## config.mk

```make
export PLATFORM = sky130hd
export DESIGN_NAME = lsu_mem_port_flat
export DESIGN_NICKNAME = d
export VERILOG_FILES = /design/src/rtl/lsu_pkg.sv /design/src/rtl/lsu_mem_port_if.sv /design/src/rtl/lsu_mem_port.sv /design/src/flat_wrapper.sv
export SDC_FILE = /design/constraint.sdc
export NUM_CORES = 1
export LEC_CHECK = 0
export CORE_MARGIN = 1.5
export CORE_UTILIZATION = 36
export DETAILED_ROUTE_END_ITERATION = 6
export PLACE_DENSITY_LB_ADDON = 0.15
export SLEW_MARGIN = 20
export SYNTH_ARGS = -nofsm -noshare
export SYNTH_HDL_FRONTEND = slang
export SYNTH_SLANG_ARGS = --single-unit
```

## constraint.sdc

```tcl
create_clock -name clk -period 2.5 [get_ports clk]
set_input_delay 0.5 -clock clk [delete_from_list [all_inputs] [get_ports clk]]
set_output_delay 0.5 -clock clk [all_outputs]
set_load 0.05 [all_outputs]
```

## src/rtl/lsu_pkg.sv

```systemverilog
// Shared types for the LSU memory port: FSM state encoding, request kinds, RF tag width.
package lsu_pkg;

    localparam int TAG_W = 3;

    typedef enum logic [2:0] {
        S_IDLE    = 3'd0,
        S_RD      = 3'd1,
        S_RD_RMW  = 3'd2,
        S_WAIT_WB = 3'd3,
        S_WR_RMW  = 3'd4,
        S_WR_ST   = 3'd5
    } lsu_state_t;

    typedef enum logic [2:0] {
        REQ_NONE   = 3'd0,
        REQ_LD     = 3'd1,
        REQ_ST     = 3'd2,
        REQ_RMW_RD = 3'd3,
        REQ_RMW_WR = 3'd4
    } req_kind_t;

endpackage

```

## src/rtl/lsu_mem_port_if.sv

```systemverilog
// Scheduler, RMW ALU, register-file and memory-bus signals of the LSU memory port.
interface lsu_mem_port_if
    import lsu_pkg::*;
#(
    parameter int AW = 16,
    parameter int DW = 16
) ();

    logic             sched_ld;
    logic             sched_st;
    logic             sched_rmw;
    logic [TAG_W-1:0] sched_ld_tag;
    logic [AW-1:0]    agu_addr;
    logic [DW-1:0]    sched_st_data;
    logic             sched_stall;

    logic [DW-1:0]    rmw_data;
    logic [AW-1:0]    rmw_addr;
    logic             rmw_data_rdy;
    logic             rmw_deny_op;
    logic             rmw_hold;

    logic             rf_ld_wr;
    logic [TAG_W-1:0] rf_ld_tag;
    logic [DW-1:0]    rf_ld_data;

    logic             mem_req;
    logic             mem_we;
    logic [AW-1:0]    mem_addr;
    logic [DW-1:0]    mem_data_out;
    logic             mem_rdy;
    logic [DW-1:0]    mem_data_in;

    // master is the LSU side
    modport master (
        input  sched_ld, sched_st, sched_rmw, sched_ld_tag, agu_addr, sched_st_data,
        output sched_stall,
        input  rmw_data, rmw_addr, rmw_data_rdy, rmw_deny_op,
        output rmw_hold,
        output rf_ld_wr, rf_ld_tag, rf_ld_data,
        output mem_req, mem_we, mem_addr, mem_data_out,
        input  mem_rdy, mem_data_in
    );

    modport slave (
        output sched_ld, sched_st, sched_rmw, sched_ld_tag, agu_addr, sched_st_data,
        input  sched_stall,
        output rmw_data, rmw_addr, rmw_data_rdy, rmw_deny_op,
        input  rmw_hold,
        input  rf_ld_wr, rf_ld_tag, rf_ld_data,
        input  mem_req, mem_we, mem_addr, mem_data_out,
        output mem_rdy, mem_data_in
    );

endinterface

```

## src/rtl/lsu_mem_port.sv

```systemverilog
// LSU memory port: one bus transaction outstanding; mem_req one cycle after accept, done on mem_rdy.
// Backpressure: sched_stall whenever busy, an RMW write-back is pending, or the address is denied.
module lsu_mem_port
    import lsu_pkg::*;
#(
    parameter int AW = 16,
    parameter int DW = 16
) (
    input  logic              clk,
    input  logic              rst,
    lsu_mem_port_if.master    bus
);

    lsu_state_t       state;
    logic [AW-1:0]    addr_q;
    logic [DW-1:0]    data_q;
    logic [TAG_W-1:0] tag_q;
    logic             req_q;
    logic             we_q;

    logic             any_sched;
    logic             stall;
    logic             wb_done;
    logic             ld_done;
    req_kind_t        kind;

    always_comb begin
        any_sched = bus.sched_ld | bus.sched_st | bus.sched_rmw;
        stall     = any_sched & ((state != S_IDLE) | bus.rmw_data_rdy | bus.rmw_deny_op);
        wb_done   = (state == S_WR_RMW) & bus.mem_rdy;
        ld_done   = (state == S_RD) & bus.mem_rdy;
        kind      = REQ_NONE;
        // Pending write-back beats any new scheduler request
        if (state == S_IDLE) begin
            if (bus.rmw_data_rdy)   kind = REQ_RMW_WR;
            else if (!stall) begin
                if (bus.sched_rmw)     kind = REQ_RMW_RD;
                else if (bus.sched_st) kind = REQ_ST;
                else if (bus.sched_ld) kind = REQ_LD;
            end
        end
    end

    assign bus.sched_stall  = stall;
    assign bus.rmw_hold     = bus.rmw_data_rdy & ~wb_done;
    assign bus.rf_ld_wr     = ld_done;
    assign bus.rf_ld_tag    = ld_done ? tag_q : '0;
    assign bus.rf_ld_data   = ld_done ? bus.mem_data_in : '0;
    assign bus.mem_req      = req_q;
    assign bus.mem_we       = we_q;
    assign bus.mem_addr     = addr_q;
    assign bus.mem_data_out = data_q;

    always_ff @(posedge clk) begin
        if (rst) begin
            state  <= S_IDLE;
            addr_q <= '0;
            data_q <= '0;
            tag_q  <= '0;
            req_q  <= 1'b0;
            we_q   <= 1'b0;
        end else begin
            case (state)
                S_IDLE: begin
                    case (kind)
                        REQ_RMW_WR: begin
                            state  <= S_WR_RMW;
                            addr_q <= bus.rmw_addr;
                            data_q <= bus.rmw_data;
                            req_q  <= 1'b1;
                            we_q   <= 1'b1;
                        end
                        REQ_RMW_RD: begin
                            state  <= S_RD_RMW;
                            addr_q <= bus.agu_addr;
                            req_q  <= 1'b1;
                            we_q   <= 1'b0;
                        end
                        REQ_ST: begin
                            state  <= S_WR_ST;
                            addr_q <= bus.agu_addr;
                            data_q <= bus.sched_st_data;
                            req_q  <= 1'b1;
                            we_q   <= 1'b1;
                        end
                        REQ_LD: begin
                            state  <= S_RD;
                            addr_q <= bus.agu_addr;
                            tag_q  <= bus.sched_ld_tag;
                            req_q  <= 1'b1;
                            we_q   <= 1'b0;
                        end
                        default: ;
                    endcase
                end
                S_RD: if (bus.mem_rdy) begin
                    state <= S_IDLE;
                    req_q <= 1'b0;
                end
                // RMW ALU captures the read data straight off the bus
                S_RD_RMW: if (bus.mem_rdy) begin
                    state <= S_WAIT_WB;
                    req_q <= 1'b0;
                end
                S_WAIT_WB: if (bus.rmw_data_rdy) begin
                    state  <= S_WR_RMW;
                    addr_q <= bus.rmw_addr;
                    data_q <= bus.rmw_data;
                    req_q  <= 1'b1;
                    we_q   <= 1'b1;
                end
                S_WR_RMW, S_WR_ST: if (bus.mem_rdy) begin
                    state <= S_IDLE;
                    req_q <= 1'b0;
                    we_q  <= 1'b0;
                end
                default: state <= S_IDLE;
            endcase
        end
    end

    a_one_sched: assert property (@(posedge clk) disable iff (rst)
        $onehot0({bus.sched_ld, bus.sched_st, bus.sched_rmw}));

endmodule

```

## src/flat_wrapper.sv

```systemverilog
// flat-port wrapper written by rule: the top's interface ports become plain ports
module lsu_mem_port_flat import lsu_pkg::*;
#(
    parameter int AW = 16,
    parameter int DW = 16
)
  (clk, rst, bus_sched_ld, bus_sched_st, bus_sched_rmw, bus_sched_ld_tag, bus_agu_addr, bus_sched_st_data, bus_sched_stall, bus_rmw_data, bus_rmw_addr, bus_rmw_data_rdy, bus_rmw_deny_op, bus_rmw_hold, bus_rf_ld_wr, bus_rf_ld_tag, bus_rf_ld_data, bus_mem_req, bus_mem_we, bus_mem_addr, bus_mem_data_out, bus_mem_rdy, bus_mem_data_in);
  lsu_mem_port_if #(.AW(AW), .DW(DW)) bus_i ();
  input  logic clk;
  input  logic rst;
  input wire logic [$bits(bus_i.sched_ld)-1:0] bus_sched_ld;
  input wire logic [$bits(bus_i.sched_st)-1:0] bus_sched_st;
  input wire logic [$bits(bus_i.sched_rmw)-1:0] bus_sched_rmw;
  input wire logic [$bits(bus_i.sched_ld_tag)-1:0] bus_sched_ld_tag;
  input wire logic [$bits(bus_i.agu_addr)-1:0] bus_agu_addr;
  input wire logic [$bits(bus_i.sched_st_data)-1:0] bus_sched_st_data;
  output wire logic [$bits(bus_i.sched_stall)-1:0] bus_sched_stall;
  input wire logic [$bits(bus_i.rmw_data)-1:0] bus_rmw_data;
  input wire logic [$bits(bus_i.rmw_addr)-1:0] bus_rmw_addr;
  input wire logic [$bits(bus_i.rmw_data_rdy)-1:0] bus_rmw_data_rdy;
  input wire logic [$bits(bus_i.rmw_deny_op)-1:0] bus_rmw_deny_op;
  output wire logic [$bits(bus_i.rmw_hold)-1:0] bus_rmw_hold;
  output wire logic [$bits(bus_i.rf_ld_wr)-1:0] bus_rf_ld_wr;
  output wire logic [$bits(bus_i.rf_ld_tag)-1:0] bus_rf_ld_tag;
  output wire logic [$bits(bus_i.rf_ld_data)-1:0] bus_rf_ld_data;
  output wire logic [$bits(bus_i.mem_req)-1:0] bus_mem_req;
  output wire logic [$bits(bus_i.mem_we)-1:0] bus_mem_we;
  output wire logic [$bits(bus_i.mem_addr)-1:0] bus_mem_addr;
  output wire logic [$bits(bus_i.mem_data_out)-1:0] bus_mem_data_out;
  input wire logic [$bits(bus_i.mem_rdy)-1:0] bus_mem_rdy;
  input wire logic [$bits(bus_i.mem_data_in)-1:0] bus_mem_data_in;
  assign bus_i.sched_ld = bus_sched_ld;
  assign bus_i.sched_st = bus_sched_st;
  assign bus_i.sched_rmw = bus_sched_rmw;
  assign bus_i.sched_ld_tag = bus_sched_ld_tag;
  assign bus_i.agu_addr = bus_agu_addr;
  assign bus_i.sched_st_data = bus_sched_st_data;
  assign bus_sched_stall = bus_i.sched_stall;
  assign bus_i.rmw_data = bus_rmw_data;
  assign bus_i.rmw_addr = bus_rmw_addr;
  assign bus_i.rmw_data_rdy = bus_rmw_data_rdy;
  assign bus_i.rmw_deny_op = bus_rmw_deny_op;
  assign bus_rmw_hold = bus_i.rmw_hold;
  assign bus_rf_ld_wr = bus_i.rf_ld_wr;
  assign bus_rf_ld_tag = bus_i.rf_ld_tag;
  assign bus_rf_ld_data = bus_i.rf_ld_data;
  assign bus_mem_req = bus_i.mem_req;
  assign bus_mem_we = bus_i.mem_we;
  assign bus_mem_addr = bus_i.mem_addr;
  assign bus_mem_data_out = bus_i.mem_data_out;
  assign bus_i.mem_rdy = bus_mem_rdy;
  assign bus_i.mem_data_in = bus_mem_data_in;
  lsu_mem_port #(.AW(AW), .DW(DW)) u_core (.clk(clk), .rst(rst), .bus(bus_i));
endmodule
```

## Yosys cells after proc, flatten, opt, wreduce, memory -nomap -nowiden

Index checks and enable logic that the tools add are counted.

- Bitwise logic cells: 9
- Multiplexer cells: 25
- Equal/unequal tests: 19
- Reduce and logical (&&, ||, !) cells: 18

Operators by type and width:

| operator | count |
|---|---|
| one-hot mux 16 bit (2 select lines) | 4 |
| two-way mux 16 bit | 3 |
| two-way mux 3 bit | 9 |
| one-hot mux 3 bit (4 select lines) | 2 |
| equality test 3 x 2 -> 1 bit, second input constant | 4 |
| AND reduction 4 bit | 3 |
| equality test 3 bit, second input constant | 3 |
| != test 3 bit, second input constant | 3 |
| nonzero test 3 bit | 3 |
| != test 2 bit, second input constant | 4 |
| OR reduction 4 bit | 2 |
| equality test 3 x 1 -> 1 bit, second input constant | 2 |
| one-hot mux 1 bit (3 select lines) | 2 |
| AND reduction 3 bit | 2 |
| OR reduction 2 bit | 3 |
| OR reduction 3 bit | 2 |
| != test 5 bit, second input constant | 1 |
| AND 1 bit | 4 |
| two-way mux 1 bit | 4 |
| != test 2 x 1 -> 1 bit, second input constant | 2 |
| OR 1 bit | 4 |
| zero test 3 bit | 1 |
| one-hot mux 1 bit (2 select lines) | 1 |
| AND reduction 2 bit | 1 |
| other kinds (2) | 2 |

- Input port bits: 91
- Word-level logic and storage cells: 77
- Flip-flop bits (word level): 40
- Output and inout port bits: 56

## Depth between registers and ports, before layout

- Word-level depth: 11
- Mapped depth: 7
- Mapped depth without buffers: 4

## Least setup slack after synthesis

OpenSTA, ideal clock, no wires.

- Path type: reg2out
- Start point: register u_core.state[2]
- End point: output bus_rf_ld_data[10]
- Path slack: 169 ps
- Data required time: 2000 ps
- Buffers on the path: 2
- Arrival: 1831 ps
- Stages on the path, launching flop included: 6
- Cell sequence: dfxtp_1 buf_2 clkinv_1 and4_1 clkbuf_1 and2_1

- Word-level cells in the longest chain between the ends: 3

Ends and longest elaborated chain:

| element | RTL line | text |
|---|---|---|
| start: declaration | lsu_mem_port.sv:14 | `lsu_state_t state;` |
| start signal: assignment | lsu_mem_port.sv:56 | `state <= S_IDLE;` |
| start signal: assignment | lsu_mem_port.sv:67 | `state <= S_WR_RMW;` |
| start signal: assignment | lsu_mem_port.sv:74 | `state <= S_RD_RMW;` |
| equality test 3 x 1 -> 1 bit | lsu_mem_port.sv:31 | `ld_done = (state == S_RD) & bus.mem_rdy;` |
| AND 1 bit | lsu_mem_port.sv:31 |  |
| net bus_rf_ld_wr | flat_wrapper.sv:23 | `output wire logic [$bits(bus_i.rf_ld_wr)-1:0] bus_rf_ld_wr;` |
| two-way mux 16 bit | lsu_mem_port.sv:48 | `assign bus.rf_ld_data = ld_done ? bus.mem_data_in : '0;` |
| end: declaration | flat_wrapper.sv:25 | `output wire logic [$bits(bus_i.rf_ld_data)-1:0] bus_rf_ld_data;` |

The timed path passes the listed nets, and every way through them passes these cells.

## Final worst setup path

- Start point: register u_core.state[1]
- End point: output bus_rf_ld_data[15]

- Word-level cells in the longest chain between the ends: 3

Ends and longest elaborated chain:

| element | RTL line |
|---|---|
| equality test 3 x 1 -> 1 bit | lsu_mem_port.sv:31 |
| AND 1 bit | lsu_mem_port.sv:31 |
| two-way mux 16 bit | lsu_mem_port.sv:48 |

Every way passes these cells.

==> flow_metrics.tcl <==
set metrics [dict create \
    path_cells "inv_1 > and4_1 > buf_4 > and2_1 > buf_4" \
    syn_nets 325 \
    tritoncts "built" \
    die_area_um2 6520 \
    synth_largest_area_cell "dfxtp_1" \
    rsz0062_at_grt "no" \
    numPortBuffers 146 \
    synth_cells 234 \
    seq_area_frac_synth_pct 36.8 \
    cts_made_buffers 5 \
    antenna-diode-count 0 \
    clock-sinks 40 \
    synth_edf_count 0 \
    area_delta_synth_final_pct 72.9 \
    track_usage_pct 18.2 \
    grt_max_degree 52 \
    ant_nets 0 \
    syn_area_um2 2170 \
    drt_iter0_markers 54 \
    nFillCells 525 \
    overflow 0 \
    synth-seq-cells 40 \
    nets 463 \
    antenna_found_initial 0 \
    cts_root_buf "clkbuf_8" \
    die_x_um 80.7 \
    cts.clk_slew.worst_paths_ns 0.08 \
    final_cells 448 \
    hold_viol_final 0 \
    outcome "complete, no violations" \
    h-tree-depth 2 \
    drv_slew 0 \
    place_ws_ns -0.0179 \
    ios 147 \
    synth_warnings 0 \
    maxCapViolations 0 \
    via_per_inst 5.07 \
    rrSetupSlack_ns 0.48 \
    p_leak_nw 1.55 \
    grt_pass1_vias 2075 \
    first_pass_iters 4 \
    cp-start-kind "flop" \
    routedWlPerCell_um 13.6 \
    worst_pin_slew_ns 0.855 \
    ctsResizeCount 0 \
    hpwl_mm 4.41 \
    ys.flop_type "dfxtp_1" \
    ir_worst_vdd_mv 0.350 \
    yosysUniqueCellTypes 44 \
    rows 28 \
    hold_path.class "flop to flop" \
    synth.top_cells.by_count "dfxtp_1 (40), a21oi_1 (19), and2_1 (19), inv_1 (19), mux2i_1 (19)" \
    cp_common_cell "buf_4" \
    slew_headroom_pct 43.0 \
    via_count 2272 \
    cp-end-kind "primary output" \
    skew_ns 0.0108 \
    dpl.cell_count 440 \
    yosysMostFrequentCell "dfxtp_1" \
    remaining_drc_errors 0 \
    synth_area_leaders "dfxtp_1 (37%), mux2i_1 (8.7%), a311oi_1 (6.4%), a221oi_2 (6.2%), and2_1 (5.5%)" \
    finalSetupViolCount 0 \
    synth_top_area_share_pct 36.8 \
    path_max_fanout 20 \
    cts_buffer_depth 2 \
    initial_core_util_pct 36.9 \
    layout-drive-gt1-share_pct 15.5 \
    setup_tns_ns 0 \
    core_um2 5890 \
    async_flop_share_pct 0 \
    cp.arrival_ns 1.85 \
    die_y_um 80.7 \
    gp_congestion 0.852 \
    wl_mm 6.11 \
    cp_slowest_cell "dfxtp_1" \
    critPathMaxStageDelay_ns 0.67 \
    cts_hold_buf 0 \
    post-cts-setup-buffers 0 \
    powerDensity_nw_per_um2 582 \
    fin_crit_sh_pct 94.2 \
    fmax_mhz 425 \
    worstSetupPathType "flop to primary output" \
    worstPathRequired_ns 2.00 \
    insertion_delay_ns 0.30 \
    post-route-min-period_ns 2.35 \
    setup_slack_ns 0.145 \
    grt_pass1_wl_mm 9.30 \
    postSynthAreaPerCell_um2 9.29 \
]
==> state kept, by name, indices dropped and copies added (netlist names) <==
signal,flops
u_core.bus.mem_addr,16
u_core.state,3
u_core.tag_q,3
u_core.bus.mem_we,1
u_core.bus.mem_req,1
u_core.bus.mem_data_out,16
==> path summary, 6_finish.rpt <==
check | start | endpoint | cells after the start
hold / removal | u_core.bus.mem_addr[7] | u_core.bus.mem_addr[7] | 2
setup reg to reg | u_core.state[1] | u_core.bus.mem_data_out[15] | 4
setup / recovery | u_core.state[1] | bus_rf_ld_data[15] | 5
hold reg to reg | u_core.bus.mem_addr[7] | u_core.bus.mem_addr[7] | 2
==> cell usage in the layout (no fill, tap or decap), drive strengths merged, types with 3 or more instances in the layout <==
cell type / synthesis / final
buf: 9 / 33
inv: 19 / 19
mux2i: 19 / 19
o22ai: 17 / 17
a21oi: 19 / 19
clkbuf: 16 / 6
nand2b: 3 / 3
o21ai: 3 / 3
a311oi: 16 / 16
and2: 19 / 19
clkinv: 1 / 3
dfxtp: 40 / 40
nand2: 4 / 4
clkdlybuf4s50: 0 / 123
nor2: 5 / 5
a221oi: 18 / 18
==> worst max-delay path: cells and delay by family (launching register included) <==
family	cells	cell delay, ns
buf+inv	3	0.51
flops	1	0.67
simple gates	2	0.37
==> per-layer routing <==
metal | global-route usage [%] | vias to the layer above | part of all wire, %
met5 | 0 | - | 0
met4 | 6.72 | 0 | 1.3
met3 | 6.02 | 7 | 9.9
met2 | 30.5 | 89 | 46
met1 | 21.5 | 1021 | 43
li1 | - | 1155 | -
==> cell families after synthesis <==
logic type | synth area share (%)
flops | 36.8
mux | 8.75
compound gates | 30.6
xor+xnor | 0.806
simple gates | 13.5
buf+inv | 9.61
==> layout make-up <==
| class | count | area [µm²] | share of cell area (%) |
|---|---|---|---|
| well taps | 75 | 93.8 | 2.50 |
| inverters | 20 | 75.1 | 2.00 |
| multi-input cells | 149 | 1170 | 31.1 |
| clock buffers | 6 | 82.6 | 2.20 |
| flip-flops and latches | 40 | 801 | 21.3 |
| clock inverters | 2 | 10.0 | 0.266 |
| repair buffers | 156 | 1530 | 40.6 |
==> metrics by stage <==
stage                     cell area, µm²  power [mW]  hold slack, ns  util [%]
after floorplan                     2170        1.38           0.455         -
after detailed placement            3670        1.76           0.453      62.3
after CTS                           3760        2.21           0.464      63.9
final                               3760        2.19           0.459      63.9
after global routing                3760        2.30           0.483      63.9
after global placement              3670        1.75           0.446      62.3
==> where the power goes <==
part / leakage, nW / switching, mW / internal, mW
logic: 1.17 / 0.548 / 0.418
registers: 0.331 / 0.0541 / 0.720
clock network: 0.0510 / 0.226 / 0.220
No activity file was read; power rests on OpenSTA's default activity.
